`config.mk`:
```
export PLATFORM = sky130hd
export DESIGN_NAME = load_store_unit_flat
export DESIGN_NICKNAME = d
export VERILOG_FILES = /design/src/rtl/load_store_unit_if.sv /design/src/rtl/load_store_unit.sv /design/src/flat_wrapper.sv
export SDC_FILE = /design/constraint.sdc
export NUM_CORES = 1
export LEC_CHECK = 0
export BUFFER_PORTS_ARGS = -buffer_cell sky130_fd_sc_hd__buf_2
export CAP_MARGIN = 20
export CORE_MARGIN = 8
export CORE_UTILIZATION = 50
export CTS_CLUSTER_DIAMETER = 120
export DETAILED_ROUTE_END_ITERATION = 10
export PLACE_DENSITY = 0.79
export SLEW_MARGIN = 20
export SYNTH_ARGS = -nofsm -noshare
export SYNTH_HDL_FRONTEND = slang
export SYNTH_SLANG_ARGS = --single-unit
```
`constraint.sdc`:
```
create_clock -name clk -period 5.4 [get_ports clk]
set_input_delay 0.27 -clock clk [delete_from_list [all_inputs] [get_ports clk]]
set_output_delay 0.27 -clock clk [all_outputs]
set_load 0.02 [all_outputs]
```
`src/rtl/load_store_unit_if.sv`:
```
// Bundles the core request/response handshake and the data_mem port of the load/store unit.
// The slave modport is the LSU side; the master modport is the core plus memory side.
interface load_store_unit_if #(
  parameter int XLEN        = 64,
  parameter int WORD_ADDR_W = 11
);
  logic                   req_valid;
  logic                   req_ready;
  logic                   req_we;
  logic [2:0]             req_funct3;
  logic [XLEN-1:0]        req_addr;
  logic [XLEN-1:0]        req_wdata;
  logic                   resp_valid;
  logic                   resp_err;
  logic [XLEN-1:0]        resp_rdata;
  logic                   mem_rd_en;
  logic [WORD_ADDR_W-1:0] mem_rd_addr;
  logic [3:0]             mem_rd_len;
  logic [XLEN-1:0]        mem_rd_data;
  logic                   mem_wr_en;
  logic [WORD_ADDR_W-1:0] mem_wr_addr;
  logic [XLEN-1:0]        mem_wr_data;
  logic [3:0]             mem_wr_len;

  modport slave (
    input  req_valid, req_we, req_funct3, req_addr, req_wdata, mem_rd_data,
    output req_ready, resp_valid, resp_err, resp_rdata,
    output mem_rd_en, mem_rd_addr, mem_rd_len, mem_wr_en, mem_wr_addr, mem_wr_data, mem_wr_len
  );

  modport master (
    output req_valid, req_we, req_funct3, req_addr, req_wdata, mem_rd_data,
    input  req_ready, resp_valid, resp_err, resp_rdata,
    input  mem_rd_en, mem_rd_addr, mem_rd_len, mem_wr_en, mem_wr_addr, mem_wr_data, mem_wr_len
  );
endinterface

```
`src/rtl/load_store_unit.sv`:
```
// RV64 load/store unit: alignment/range checking, doubleword indexing, load extension
// and read-modify-write merging of sub-doubleword stores against a doubleword data_mem.
module load_store_unit #(
  parameter int XLEN        = 64,
  parameter int WORD_ADDR_W = 11
) (
  input logic              clk,
  input logic              rst,
  load_store_unit_if.slave bus
);

  localparam int LOW_W = WORD_ADDR_W + 3;

  typedef enum logic [2:0] {IDLE, READ, WAIT, WRITE, RESP, ERR} state_t;

  state_t           state;
  logic             we_p0;
  logic [2:0]       funct3_p0;
  logic [LOW_W-1:0] addr_p0;
  logic [XLEN-1:0]  wdata_p0;
  logic             req_err;
  logic             req_sd;

  function automatic logic [XLEN-1:0] load_extend(input logic [XLEN-1:0] word,
                                                  input logic [2:0]      off,
                                                  input logic [2:0]      f3);
    logic [XLEN-1:0] lane;
    lane = word >> {off, 3'b000};
    case (f3)
      3'b000:  return {{(XLEN-8){lane[7]}}, lane[7:0]};
      3'b001:  return {{(XLEN-16){lane[15]}}, lane[15:0]};
      3'b010:  return {{(XLEN-32){lane[31]}}, lane[31:0]};
      3'b100:  return {{(XLEN-8){1'b0}}, lane[7:0]};
      3'b101:  return {{(XLEN-16){1'b0}}, lane[15:0]};
      3'b110:  return {{(XLEN-32){1'b0}}, lane[31:0]};
      default: return lane;
    endcase
  endfunction

  function automatic logic [XLEN-1:0] store_merge(input logic [XLEN-1:0] old_word,
                                                  input logic [XLEN-1:0] wdata,
                                                  input logic [2:0]      off,
                                                  input logic [1:0]      size);
    logic [XLEN-1:0] mask;
    case (size)
      2'b00:   mask = {{(XLEN-8){1'b0}}, 8'hFF};
      2'b01:   mask = {{(XLEN-16){1'b0}}, 16'hFFFF};
      2'b10:   mask = {{(XLEN-32){1'b0}}, 32'hFFFF_FFFF};
      default: mask = '1;
    endcase
    return (old_word & ~(mask << {off, 3'b000})) | ((wdata & mask) << {off, 3'b000});
  endfunction

  always_comb begin
    req_err = 1'b0;
    if (bus.req_addr[XLEN-1:LOW_W] != '0) req_err = 1'b1;
    case (bus.req_funct3[1:0])
      2'b01:   if (bus.req_addr[0] != 1'b0)     req_err = 1'b1;
      2'b10:   if (bus.req_addr[1:0] != 2'b00)  req_err = 1'b1;
      2'b11:   if (bus.req_addr[2:0] != 3'b000) req_err = 1'b1;
      default: ;
    endcase
    if (bus.req_funct3 == 3'b111) req_err = 1'b1;
    if (bus.req_we && bus.req_funct3[2]) req_err = 1'b1;
  end

  assign req_sd          = bus.req_we && (bus.req_funct3 == 3'b011);
  assign bus.req_ready   = (state == IDLE);
  assign bus.mem_rd_addr = addr_p0[LOW_W-1:3];
  assign bus.mem_wr_addr = addr_p0[LOW_W-1:3];
  assign bus.mem_rd_len  = 4'd8;
  assign bus.mem_wr_len  = 4'd8;

  // Request capture and write-data path; an aborted transaction leaves these stale but unused.
  always_ff @(posedge clk) begin
    if (state == IDLE && bus.req_valid) begin
      we_p0           <= bus.req_we;
      funct3_p0       <= bus.req_funct3;
      addr_p0         <= bus.req_addr[LOW_W-1:0];
      wdata_p0        <= bus.req_wdata;
      bus.mem_wr_data <= bus.req_wdata;
    end else if (state == WAIT) begin
      bus.mem_wr_data <= store_merge(bus.mem_rd_data, wdata_p0, addr_p0[2:0], funct3_p0[1:0]);
    end
  end

  // Control FSM; every strobe is registered on the transition into the state that owns it.
  always_ff @(posedge clk) begin
    if (!rst) begin
      state          <= IDLE;
      bus.resp_valid <= 1'b0;
      bus.resp_err   <= 1'b0;
      bus.resp_rdata <= '0;
      bus.mem_rd_en  <= 1'b0;
      bus.mem_wr_en  <= 1'b0;
    end else begin
      bus.resp_valid <= 1'b0;
      bus.resp_err   <= 1'b0;
      bus.mem_rd_en  <= 1'b0;
      bus.mem_wr_en  <= 1'b0;
      case (state)
        IDLE: begin
          if (bus.req_valid) begin
            if (req_err) begin
              state          <= ERR;
              bus.resp_valid <= 1'b1;
              bus.resp_err   <= 1'b1;
              bus.resp_rdata <= '0;
            end else if (req_sd) begin
              state          <= WRITE;
              bus.mem_wr_en  <= 1'b1;
              bus.resp_valid <= 1'b1;
              bus.resp_rdata <= '0;
            end else begin
              state         <= READ;
              bus.mem_rd_en <= 1'b1;
            end
          end
        end
        READ: state <= WAIT;
        WAIT: begin
          bus.resp_valid <= 1'b1;
          if (we_p0) begin
            state          <= WRITE;
            bus.mem_wr_en  <= 1'b1;
            bus.resp_rdata <= '0;
          end else begin
            state          <= RESP;
            bus.resp_rdata <= load_extend(bus.mem_rd_data, addr_p0[2:0], funct3_p0);
          end
        end
        default: state <= IDLE;
      endcase
    end
  end

endmodule

```
`src/flat_wrapper.sv`:
```
// flat-port wrapper written by rule: the top's interface ports become plain ports
module load_store_unit_flat 
#(
  parameter int XLEN        = 64,
  parameter int WORD_ADDR_W = 11
)
  (clk, rst, bus_req_valid, bus_req_we, bus_req_funct3, bus_req_addr, bus_req_wdata, bus_mem_rd_data, bus_req_ready, bus_resp_valid, bus_resp_err, bus_resp_rdata, bus_mem_rd_en, bus_mem_rd_addr, bus_mem_rd_len, bus_mem_wr_en, bus_mem_wr_addr, bus_mem_wr_data, bus_mem_wr_len);
  load_store_unit_if #(.XLEN(XLEN), .WORD_ADDR_W(WORD_ADDR_W)) bus_i ();
  input logic clk;
  input logic rst;
  input wire logic [$bits(bus_i.req_valid)-1:0] bus_req_valid;
  input wire logic [$bits(bus_i.req_we)-1:0] bus_req_we;
  input wire logic [$bits(bus_i.req_funct3)-1:0] bus_req_funct3;
  input wire logic [$bits(bus_i.req_addr)-1:0] bus_req_addr;
  input wire logic [$bits(bus_i.req_wdata)-1:0] bus_req_wdata;
  input wire logic [$bits(bus_i.mem_rd_data)-1:0] bus_mem_rd_data;
  output wire logic [$bits(bus_i.req_ready)-1:0] bus_req_ready;
  output wire logic [$bits(bus_i.resp_valid)-1:0] bus_resp_valid;
  output wire logic [$bits(bus_i.resp_err)-1:0] bus_resp_err;
  output wire logic [$bits(bus_i.resp_rdata)-1:0] bus_resp_rdata;
  output wire logic [$bits(bus_i.mem_rd_en)-1:0] bus_mem_rd_en;
  output wire logic [$bits(bus_i.mem_rd_addr)-1:0] bus_mem_rd_addr;
  output wire logic [$bits(bus_i.mem_rd_len)-1:0] bus_mem_rd_len;
  output wire logic [$bits(bus_i.mem_wr_en)-1:0] bus_mem_wr_en;
  output wire logic [$bits(bus_i.mem_wr_addr)-1:0] bus_mem_wr_addr;
  output wire logic [$bits(bus_i.mem_wr_data)-1:0] bus_mem_wr_data;
  output wire logic [$bits(bus_i.mem_wr_len)-1:0] bus_mem_wr_len;
  assign bus_i.req_valid = bus_req_valid;
  assign bus_i.req_we = bus_req_we;
  assign bus_i.req_funct3 = bus_req_funct3;
  assign bus_i.req_addr = bus_req_addr;
  assign bus_i.req_wdata = bus_req_wdata;
  assign bus_i.mem_rd_data = bus_mem_rd_data;
  assign bus_req_ready = bus_i.req_ready;
  assign bus_resp_valid = bus_i.resp_valid;
  assign bus_resp_err = bus_i.resp_err;
  assign bus_resp_rdata = bus_i.resp_rdata;
  assign bus_mem_rd_en = bus_i.mem_rd_en;
  assign bus_mem_rd_addr = bus_i.mem_rd_addr;
  assign bus_mem_rd_len = bus_i.mem_rd_len;
  assign bus_mem_wr_en = bus_i.mem_wr_en;
  assign bus_mem_wr_addr = bus_i.mem_wr_addr;
  assign bus_mem_wr_data = bus_i.mem_wr_data;
  assign bus_mem_wr_len = bus_i.mem_wr_len;
  load_store_unit #(.XLEN(XLEN), .WORD_ADDR_W(WORD_ADDR_W)) u_core (.clk(clk), .rst(rst), .bus(bus_i));
endmodule
```
==> impl_results.md <==
- Critical path's slowest cell: sky130_fd_sc_hd__o211ai_4
- Area of the die: 0.02975 mm2
- Setup skew after layout: 0.01716 ns
- Netlist Area Pre-Place: 0.01224 mm2
- Clock tree root driver cell: sky130_fd_sc_hd__clkbuf_16
- CTS Buffer Depth: 3
- Critical Path Sink Type: flop
- Placed cells: 1730
- Ys async rst share: 0%
- Unique cell type count in the Yosys netlist: 68
- Pin slew with the least headroom to its limit: 1.001 ns
- H-tree levels: 1
- Headroom to the max-slew limit: 33.04%
- Final Wtd Congestion: 0.9810
- Buffer count from post-CTS setup fixing: 0
- Wirelength, routed: 47300 um
- Worst-path fanout max: 46
- Fraction of layout instances using a drive strength above 1: 31.38%
- Startpoint Class: flop
- Wire per inst: 25.43 um
- Post-layout min period: 3.257 ns
- Standard cell core area: 0.02418 mm2
- CTS clock-pin slew for the worst setup and hold paths: 0.06 ns
- Register bit count reported by yosys: 217
- Effective utilization at floorplan: 50.64%
- Min-Delay Path Class: in -> reg
- Total iterations of the first detailed-routing run: 6
- Critical Path, Cell by Cell: inv_2 -> or3_4 -> nand4_4 -> o211ai_4 -> a32o_1
- Predominant post-synthesis flop cell: sky130_fd_sc_hd__edfxtp_1
- Total global routing overflow: 0
- CP delay by family, top: compound AO/OA/AOI/OAI gates
- Clk sink count: 217
- Maximum Capacitance Violations: 0
- Setup repair after global routing missed its margin: false
- Hold violation total from the final report: 0
- Initial antenna violation count: 7
- Pins Over Slew Limit: 0
- Finished Layout Cells: 1860
- Setup slack at placement: 2.259 ns
- Post-synth top area cell: sky130_fd_sc_hd__edfxtp_1
- Critical register-to-register path endpoint: u_core.bus.resp_rdata[36]
- Worst EP arrival: 3.72 ns
- Skew-Pair Late Insertion Delay: 0.53 ns
- Via count: 11750
- Number of endpoints failing setup at the final stage: 0
- Area grow syn2layout: 25.73%
- Cells on worst reg2reg path: 5
- Crit Path Category: reg -> reg
- Via count of the first global-routing pass: 11330
- Syn Inst Count: 1162
- CTS tree: yes
- Total CTS buffers: 24
- Part of the Yosys area used for sequential elements: 47.41%
- Worst hold stages: 3
- Source of the worst hold timing path: bus_req_valid
- Fraction of synthesized cell area taken by the top area cell type: 35.81%
- First-pass GRT wire length: 68010 um
- GRT Overall Usage: 30.33%
- PnR worst setup slack: 2.143 ns
- Ranking of synthesized cells by area: sky130_fd_sc_hd__edfxtp_1 36%, sky130_fd_sc_hd__dfxtp_1 12%, sky130_fd_sc_hd__mux2i_1 6.2%, sky130_fd_sc_hd__mux4_2 4.2%, sky130_fd_sc_hd__nor2_1 4.2%
- Reg2reg setup slack: 2.14 ns
- Die span in y: 172.5 um
- Leakage power total: 0.006430 uW
- Mean post-synth cell area: 10.54 um2
- Synthesis Warnings: 0
- Crit path largest cell delay: 0.82 ns
- Count of pins on the block boundary: 362
- Routed Antenna Nets: 0
- Detailed-route DRC error count: 0
- PostCTS Resize Cnt: 0
- Total power per unit cell area: 320.6 mW/mm2
- Worst VDD drop: 0.2567 mV
- Required time of the worst setup path: 5.86 ns
- Die width: 172.5 um
- Largest net degree at the start of global routing: 140
- Maximum clock frequency: 0.3071 GHz
- Cts hold-fix bufs: 82
- Nets: 1714
- Iteration-0 DRC count of the detailed router: 1761
- Bufs and invs on worst path: 1
- Final total negative setup slack: 0 ns
- Status: finished, final reports clean
- Endpoint, Worst Hold: u_core.state[2]
- Half-perimeter wire length of the detailed placement result: 34160 um
- Input/output buffers: 353
- Number of logic stages on the critical path including buffering: 5
- Number of enable flip-flop cells after synthesis: 146
- Launch instance of the worst register-to-register path: u_core.addr_p0[2]
- Final worst-path cycle share: 60.31%
- Floorplan row count: 57
- Via/cell ratio: 6.317
## worst max path at each step
stage,start,slack [ns],endpoint
2_1_floorplan,u_core.state[1],1.05,u_core.addr_p0[0]
3_3_place_gp,u_core.funct3_p0[1],2.34,u_core.bus.mem_wr_data[49]
5_1_grt,u_core.addr_p0[2],1.99,u_core.bus.resp_rdata[52]
6_report,u_core.addr_p0[2],2.14,u_core.bus.resp_rdata[36]
3_5_place_dp,u_core.addr_p0[2],2.26,u_core.bus.resp_rdata[34]
4_1_cts,u_core.addr_p0[2],2.26,u_core.bus.resp_rdata[34]
## metrics by stage
step	hold WS (ns)	util, %	cell area [um2]	power [uW]
finish	0.08148	63.68	15390	4936
global placement	0.4351	56.84	13740	3206
global route	0.1122	63.67	15390	5076
floorplan	0.3689	-	12270	2837
CTS	0.06827	63.56	15370	4916
detailed placement	0.4429	56.84	13740	3218
## synth_stat cells, types with 4 or more instances
cell type	instances
sky130_fd_sc_hd__mux2_2	16
sky130_fd_sc_hd__nor2_1	137
sky130_fd_sc_hd__edfxtp_1	146
sky130_fd_sc_hd__o21ai_0	98
sky130_fd_sc_hd__and2_0	5
sky130_fd_sc_hd__a32oi_1	5
sky130_fd_sc_hd__a21oi_1	59
sky130_fd_sc_hd__mux2i_1	76
sky130_fd_sc_hd__o21ai_1	15
sky130_fd_sc_hd__nand3_1	34
sky130_fd_sc_hd__and3_1	5
sky130_fd_sc_hd__dfxtp_1	71
sky130_fd_sc_hd__nand2_1	76
sky130_fd_sc_hd__a31oi_1	21
sky130_fd_sc_hd__a21o_1	11
sky130_fd_sc_hd__nor4_1	12
sky130_fd_sc_hd__a221oi_1	13
sky130_fd_sc_hd__and2_1	11
sky130_fd_sc_hd__o21a_1	10
sky130_fd_sc_hd__a21bo_2	7
sky130_fd_sc_hd__a222oi_1	4
sky130_fd_sc_hd__buf_2	27
sky130_fd_sc_hd__and3b_1	5
sky130_fd_sc_hd__a211o_1	7
sky130_fd_sc_hd__buf_4	38
sky130_fd_sc_hd__nand4_1	5
sky130_fd_sc_hd__o2bb2ai_1	7
sky130_fd_sc_hd__nor2b_1	4
sky130_fd_sc_hd__a2bb2oi_1	15
sky130_fd_sc_hd__a32o_1	24
sky130_fd_sc_hd__a22oi_1	12
sky130_fd_sc_hd__mux4_2	23
sky130_fd_sc_hd__nor3_1	5
sky130_fd_sc_hd__clkbuf_1	39
sky130_fd_sc_hd__buf_1	5
sky130_fd_sc_hd__buf_6	18
sky130_fd_sc_hd__a22o_1	41
## flip-flops by register name, summed over array words and instances (netlist names)
name                    cells
u_core.bus.mem_wr_data     64
u_core.bus.resp_rdata      64
u_core.wdata_p0            64
u_core.addr_p0             14
u_core.funct3_p0            3
u_core.state                3
u_core.bus.mem_rd_en        1
u_core.bus.mem_wr_en        1
u_core.bus.resp_err         1
u_core.bus.resp_valid       1
u_core.we_p0                1
## layer usage
metal / routed length, um / part of all wire (%) / track usage (%)
met1: 17190 / 36 / 38.16
met2: 21890 / 46 / 49.66
met3: 6063 / 13 / 7.123
met4: 2096 / 4.4 / 12.26
met5: 57 / 0.12 / 0
## cell type report
type                       instances  area (um2)
clock buffer                      29       693.2
tap                              324       405.4
multi-input combinational        815        5609
inverter                           6       25.02
sequential                       217        5806
antenna                            3       7.507
timing repair buffer             451        2740
fill                            1915        8782
clock inverter                    15       108.9
## power breakdown
part,total (uW),internal [uW],switching [uW]
Sequential,2040,1960,82.0
Clock,1660,965,698
Combinational,1230,440,788
Total,4940,3370,1570
## cells in the final DEF (no fill, tap or decap), types with 34 or more instances in the layout
master,synthesis,routed
sky130_fd_sc_hd__a21oi_1,59,59
sky130_fd_sc_hd__a22o_1,41,41
sky130_fd_sc_hd__buf_2,27,353
sky130_fd_sc_hd__dfxtp_1,71,71
sky130_fd_sc_hd__dlygate4sd3_1,0,82
sky130_fd_sc_hd__edfxtp_1,146,146
sky130_fd_sc_hd__mux2i_1,76,76
sky130_fd_sc_hd__nand2_1,76,75
sky130_fd_sc_hd__nand3_1,34,34
sky130_fd_sc_hd__nor2_1,137,137
sky130_fd_sc_hd__o21ai_0,98,98
## tightest hold or removal path, cell delays in order
cell and delay (ns):
sky130_fd_sc_hd__buf_2 0.11, sky130_fd_sc_hd__o31ai_1 0.08, sky130_fd_sc_hd__a21oi_1 0.11
## kinds of logic (layout without fill, tap and decap cells)
family          after synthesis  count (layout)  synth area share [%]
flops                       217             217                 47.41
mux                         116             116                 12.04
simple gates                316             316                 12.03
buf+inv                     136             501                 7.030
compound gates              375             375                 21.43
other cells                   2              11               0.06133
Note: power is estimated with default switching activity, not from simulation.
